<file path="src/rtl/xvid_bus_master.sv">
// Xosera 8-bit register bus initiator: splits one 16-bit register access into
// an even-byte then an odd-byte bus cycle with parameterised setup/strobe/hold.
module xvid_bus_master #(
  parameter int SETUP_CYC  = 1,
  parameter int STROBE_CYC = 3,
  parameter int HOLD_CYC   = 1
) (
  input  logic        clk,
  input  logic        reset_i,
  input  logic        req_valid_i,
  output logic        req_ready_o,
  input  logic        req_rnw_i,
  input  logic [3:0]  req_reg_i,
  input  logic [15:0] req_wdata_i,
  output logic        rsp_valid_o,
  output logic [15:0] rsp_rdata_o,
  output logic        bus_cs_n_o,
  output logic        bus_rd_nwr_o,
  output logic [3:0]  bus_reg_num_o,
  output logic        bus_bytesel_o,
  output logic [7:0]  bus_data_o,
  output logic        bus_data_oe_o,
  input  logic [7:0]  bus_data_i
);

  localparam int MAX_SS  = (SETUP_CYC > STROBE_CYC) ? SETUP_CYC : STROBE_CYC;
  localparam int MAX_CYC = (MAX_SS > HOLD_CYC) ? MAX_SS : HOLD_CYC;
  localparam int CW      = $clog2(MAX_CYC + 1);

  typedef enum logic [1:0] {IDLE, SETUP, STROBE, HOLD} state_t;

  state_t          state_q, state_d;
  logic [CW-1:0]   cnt_q, cnt_d;
  logic            byte_q, byte_d;
  logic            accept, sample, finish;

  logic            rnw_q;
  logic [3:0]      reg_q;
  logic [15:0]     wdata_q;
  logic [7:0]      even_q, odd_q;
  logic            rsp_valid_q;
  logic [15:0]     rdata_q;

  always_ff @(posedge clk) begin
    if (reset_i) begin
      state_q <= IDLE;
      cnt_q   <= '0;
      byte_q  <= 1'b0;
    end else begin
      state_q <= state_d;
      cnt_q   <= cnt_d;
      byte_q  <= byte_d;
    end
  end

  always_comb begin
    state_d = state_q;
    cnt_d   = cnt_q;
    byte_d  = byte_q;
    accept  = 1'b0;
    sample  = 1'b0;
    finish  = 1'b0;
    case (state_q)
      IDLE: begin
        if (req_valid_i) begin
          accept  = 1'b1;
          state_d = SETUP;
          cnt_d   = CW'(SETUP_CYC - 1);
          byte_d  = 1'b0;
        end
      end
      SETUP: begin
        if (cnt_q == '0) begin
          state_d = STROBE;
          cnt_d   = CW'(STROBE_CYC - 1);
        end else begin
          cnt_d = cnt_q - CW'(1);
        end
      end
      STROBE: begin
        if (cnt_q == '0) begin
          sample  = 1'b1;
          state_d = HOLD;
          cnt_d   = CW'(HOLD_CYC - 1);
        end else begin
          cnt_d = cnt_q - CW'(1);
        end
      end
      HOLD: begin
        if (cnt_q == '0) begin
          if (byte_q) begin
            state_d = IDLE;
            finish  = 1'b1;
          end else begin
            state_d = SETUP;
            byte_d  = 1'b1;
            cnt_d   = CW'(SETUP_CYC - 1);
          end
        end else begin
          cnt_d = cnt_q - CW'(1);
        end
      end
      default: state_d = IDLE;
    endcase
  end

  // Read bytes are staged separately so rsp_rdata_o only changes with rsp_valid_o.
  always_ff @(posedge clk) begin
    if (reset_i) begin
      rnw_q       <= 1'b1;
      reg_q       <= '0;
      wdata_q     <= '0;
      even_q      <= '0;
      odd_q       <= '0;
      rsp_valid_q <= 1'b0;
      rdata_q     <= '0;
    end else begin
      rsp_valid_q <= finish;
      if (accept) begin
        rnw_q   <= req_rnw_i;
        reg_q   <= req_reg_i;
        wdata_q <= req_wdata_i;
      end
      if (sample && rnw_q) begin
        if (byte_q) odd_q  <= bus_data_i;
        else        even_q <= bus_data_i;
      end
      if (finish && rnw_q) rdata_q <= {even_q, odd_q};
    end
  end

  always_comb begin
    req_ready_o   = (state_q == IDLE);
    rsp_valid_o   = rsp_valid_q;
    rsp_rdata_o   = rdata_q;
    bus_cs_n_o    = (state_q != STROBE);
    bus_rd_nwr_o  = (state_q == IDLE) ? 1'b1 : rnw_q;
    bus_reg_num_o = reg_q;
    bus_bytesel_o = byte_q;
    bus_data_o    = byte_q ? wdata_q[7:0] : wdata_q[15:8];
    bus_data_oe_o = (state_q != IDLE) && !rnw_q;
  end

endmodule

</file>
<file path="config.mk">
export PLATFORM = sky130hd
export DESIGN_NAME = xvid_bus_master
export DESIGN_NICKNAME = d
export VERILOG_FILES = /design/src/rtl/xvid_bus_master.sv
export SDC_FILE = /design/constraint.sdc
export NUM_CORES = 1
export LEC_CHECK = 0
export CORE_UTILIZATION = 53
export CTS_BUF_LIST = sky130_fd_sc_hd__clkbuf_4
export CTS_CLUSTER_DIAMETER = 150
export DETAILED_ROUTE_END_ITERATION = 10
export PLACE_DENSITY = 0.94
export SLEW_MARGIN = 10
export SYNTH_ARGS = -nofsm -noshare
export SYNTH_HDL_FRONTEND = slang
export SYNTH_SLANG_ARGS = --single-unit
</file>
<file path="constraint.sdc">
create_clock -name clk -period 3.68 [get_ports clk]
set_input_delay 0.368 -clock clk [delete_from_list [all_inputs] [get_ports clk]]
set_output_delay 0.368 -clock clk [all_outputs]
set_load 0.02 [all_outputs]
</file>
Yosys cells after proc, flatten, opt, wreduce, memory -nomap -nowiden --
Index checks and enable logic that the tools add are counted. Widths: inputs -> output; s select.
Word-level totals: flip-flop bits (word level) 59, latch bits 0, RAM bits 0, bits in read-only memories 0, output and inout bits 34, word-level logic and storage cells 58, memories 0
Operators by class: $add $sub $neg 1, multipliers 0, divide/modulo/power cells 0, order comparisons 0, eq/ne operators 9, shifts and indexed selects 0, multiplexer cells 24, bitwise logic cells 1, reduce and logical (&&, ||, !) cells 13
Operator list (count):
- $mux 2 | 9
- $pmux 2 s4 | 2
- $mux 1 | 11
- $ne 2x2->1 const B | 5
- $mux 8 | 1
- $reduce_and 2->1 | 3
- $eq 2x2->1 const B | 2
- $logic_not 2->1 | 2
- $reduce_and 4->1 | 1
- $reduce_bool 2->1 | 2
- $logic_and 1x1->1 | 3
- $ne 3x3->1 const B | 1
- $reduce_and 3->1 | 1
- $eq 2x1->1 const B | 1
- $pmux 1 s2 | 1
- $sub 2x1->2 const B | 1
- $logic_not 1->1 | 1
- $not 1->1 | 1

Depth between registers and ports, before layout --
depth in word-level cells 5, depth in mapped cells 7, depth with buffers taken out 5

Worst setup path after synthesis --
OpenSTA, ideal clock, no wires.
path type flip-flop to output port, from register state_q[0], to output bus_data_oe_o, arrival time 1.310 ns, slack 2.002 ns, stages on the path, launching flop included 5, cell sequence dfxtp_1 -> inv_1 -> ha_1 -> or2_2 -> inv_1
On the way: cells in the longest elaborated chain, start to end 2
Ends and longest elaborated chain:
- from (decl) | RTL line 32 | state_t state_q, state_d;
- from (signal assigned) | RTL line 50 | state_q <= state_d;
- $reduce_bool 2->1 | RTL line 141 | bus_data_oe_o = (state_q != IDLE) && !rnw_q;
- $logic_and 1x1->1 | RTL line 141
- to (decl) | RTL line 22 | output logic bus_data_oe_o,
Every way passes these cells.

Worst setup path after layout --
from register byte_q, in the netlist bus_bytesel_o, to output bus_data_o[1]
On the way: cells in the longest elaborated chain, start to end 1
Ends and longest elaborated chain:
- from (decl) | RTL line 34 | logic byte_q, byte_d;
- from (signal assigned) | RTL line 52 | byte_q <= byte_d;
- $mux 8 | RTL line 140 | bus_data_o = byte_q ? wdata_q[7:0] : wdata_q[15:8];
- to (decl) | RTL line 21 | output logic [7:0] bus_data_o,
Every way passes these cells.

==> results.sh <==
export IMPL_critPathKind="reg2out"
export IMPL_hold_depth=2
export IMPL_slowest_stage="dfxtp_1"
export IMPL_cts_setup_buffers=0
export IMPL_area_growth_pct=31.65
export IMPL_cts_root_buf="clkbuf_4"
export IMPL_avgSynthCellArea_um2=8.080
export IMPL_design_area_um2=3159
export IMPL_p_leak_nw=1.123
export IMPL_globalRouteOverflowTotal=0
export IMPL_synth_async_sr_flop_share_pct=0
export IMPL_whs_ps=456.5
export IMPL_finalCritPeriodShare_pct=67.73
export IMPL_cts_tree="built"
export IMPL_rsz0062_at_grt="false"
export IMPL_drc=0
export IMPL_fmax_ghz=0.4012
export IMPL_hp_start="odd_q[2]"
export IMPL_crit_path_max_fanout=19
export IMPL_syn_nets=338
export IMPL_via_per_inst=5.234
export IMPL_worst_slack_ps=1188
export IMPL_worst_clock_skew_ps=19.09
export IMPL_fin_total_pwr_mw=1.747
export IMPL_final_layout_size_suffix_gt1_share_pct=7.263
export IMPL_insertion_delay_ps=400
export IMPL_fillCellCount=341
export IMPL_hpwl_um=3574
export IMPL_holdBufCountCts=0
export IMPL_p_per_area_nw_per_um2=553.0
export IMPL_grt_max_degree=60
export IMPL_fin_crit_ps=2492
export IMPL_cts_sinks=59
export IMPL_ant_nets=0
export IMPL_area_sequential_um2=1181
export IMPL_worst_slew_pin_slew_ps=1017
export IMPL_wl_per_cell_um=12.69
export IMPL_run_status="complete, no violations"
export IMPL_grt_usage_pct=22.63
export IMPL_num_rows=24
export IMPL_placed_cell_area_um2=3023
export IMPL_whs_endpoint="rsp_rdata_o[2]"
export IMPL_cpPeakStageDelay_ps=770
export IMPL_grt_pass1_vias=2006
export IMPL_ios=66
export IMPL_cp_end_kind="output pin"
export IMPL_htreeDepth=3
export IMPL_finalSetupTns_ps=0
export IMPL_synthDistinctLibCells=31
export IMPL_ir_drop_mv=0.4113
export IMPL_cts_buffers=9
export IMPL_netlist_instances=297
export IMPL_pre_cts_slack_ps=1602
export IMPL_holdCritPathClass="reg2reg"
export IMPL_finalWirelength_um=5204
export IMPL_crit_arrival_ps=2120
export IMPL_path_cells="mux2_2, clkdlybuf4s50_1"
export IMPL_portBuffers=65
export IMPL_synthFlopType="dfxtp_1"
export IMPL_regToRegSetupSlack_ps=1650
export IMPL_ys_ff_latch=59
export IMPL_gp_congestion=0.8664
export IMPL_clkTransAtPathRegs_ps=100
export IMPL_relSlewSlack_pct=32.19
export IMPL_slew_viol_final=0
export IMPL_seq_area_frac_synth_pct=49.22
export IMPL_ys_warn_count=0
export IMPL_hold_violations=0
export IMPL_die_w_um=69.29
export IMPL_clockBufferDepth=2
export IMPL_syn_area_um2=2400
export IMPL_die_h_um=69.29
export IMPL_dp_cells=394
export IMPL_cts_resized=0
export IMPL_required_ps=3310
export IMPL_dieArea_um2=4801
export IMPL_r2r_start="bus_bytesel_o"
export IMPL_drt_iter0_drc=180
export IMPL_rr_worst_depth=3
export IMPL_drv_cap=0
export IMPL_post_route_util_pct=72.56
export IMPL_critPathLaunchType="register"
export IMPL_grt_pass1_wl_um=8631
export IMPL_coreArea_um2=4354
export IMPL_vias=2146
export IMPL_synth_edff_count=0
export IMPL_r2r_end="rsp_rdata_o[12]"
export IMPL_setup_violations=0
export IMPL_antenna_found_initial=0
export IMPL_drt_pass1_iterations=4
export IMPL_fin_nets=394
export IMPL_start_util_pct=55.11
export IMPL_stdcell_count=410
export IMPL_diodes=0
export IMPL_multiInputGateArea_um2=1105
-- per-layer routing --
layer  track usage (%)  vias to the layer above  wire (um)  part of all wire (%)
met2             36.68                       77       2464                    47
met5                 0                        -          0                     0
met3             8.576                        7        376                   7.2
met1             26.70                      970       2318                    45
li1                  -                     1092          -                     -
met4             9.751                        0         44                  0.85
-- Yosys cell counts, types with 2 or more instances --
cell / number / share of area (%)
a21oi_1: 57 / 12
and4_1: 2 / 0.73
buf_2: 3 / 0.63
clkbuf_1: 14 / 2.2
dfxtp_1: 59 / 49
ha_1: 9 / 4.7
inv_1: 7 / 1.1
mux2_2: 8 / 3.8
nand2_1: 107 / 17
nand2b_1: 4 / 1.0
nand4_1: 3 / 0.78
nor2b_1: 2 / 0.52
nor3_1: 2 / 0.42
o21ai_0: 3 / 0.63
-- cell usage in the layout, fill, tap and decap left out, types with 2 or more instances in the layout --
cell and instances:
clkdlybuf4s50_1 64, clkinvlp_4 3, clkinv_1 2, nand2_1 107, dfxtp_1 59, and4_1 2
mux2_2 8, nor3_1 2, o21ai_0 3, a21oi_1 57, nor2b_1 2, nand4_1 3
ha_1 9, nand2b_1 4, clkbuf_4 9, inv_1 7
-- state kept, by name, summed over array words and instances, names as in the netlist --
signal and cells:
bus_bytesel_o 1, bus_reg_num_o 4, cnt_q 2, even_q 8, odd_q 8, rnw_q 1, rsp_rdata_o 16, rsp_valid_o 1
state_q 2, wdata_q 16
-- power breakdown --
| part | total, mW | switching (mW) | internal [mW] | leakage (nW) |
|---|---|---|---|---|
| clock network | 0.442 | 0.239 | 0.203 | 0.0632 |
| registers | 0.773 | 0.0585 | 0.715 | 0.479 |
| logic | 0.532 | 0.300 | 0.232 | 0.581 |
-- cells by family (layout without fill, tap and decap cells) --
kind of cell    Yosys count  in the layout  synth area share, %
compound gates           66             66                14.70
fa+ha+maj                 9              9                4.692
flops                    59             59                49.22
mux                       8              8                3.754
simple gates            128            128                22.89
buf+inv                  27             88                4.744
-- worst max path at each step --
stage                       start             to  slack (ps)  cells past startpoint
floorplan              state_q[0]  bus_data_oe_o        2000                      4
global placement       state_q[0]  bus_data_oe_o        1670                      5
detailed placement     state_q[0]  bus_data_oe_o        1600                      5
CTS                    state_q[0]  bus_data_oe_o        1160                      5
global route           state_q[0]  bus_data_oe_o        1080                      5
finish              bus_bytesel_o  bus_data_o[1]        1190                      2
-- cell type report --
type / instances / area share, %
repair buffers: 65 / 20.44
well taps: 52 / 2.059
clock inverters: 7 / 2.178
flip-flops and latches: 59 / 37.39
multi-input cells: 211 / 34.97
clock buffers: 9 / 2.139
inverters: 7 / 0.8317
-- critical path, delay by kind of cell, from the launching register on --
family                 cells  cell delay (ps)
buffers and inverters      1              550
flip-flops                 1              770
multiplexers               1              410
Power figures use the tool's default switching activity.
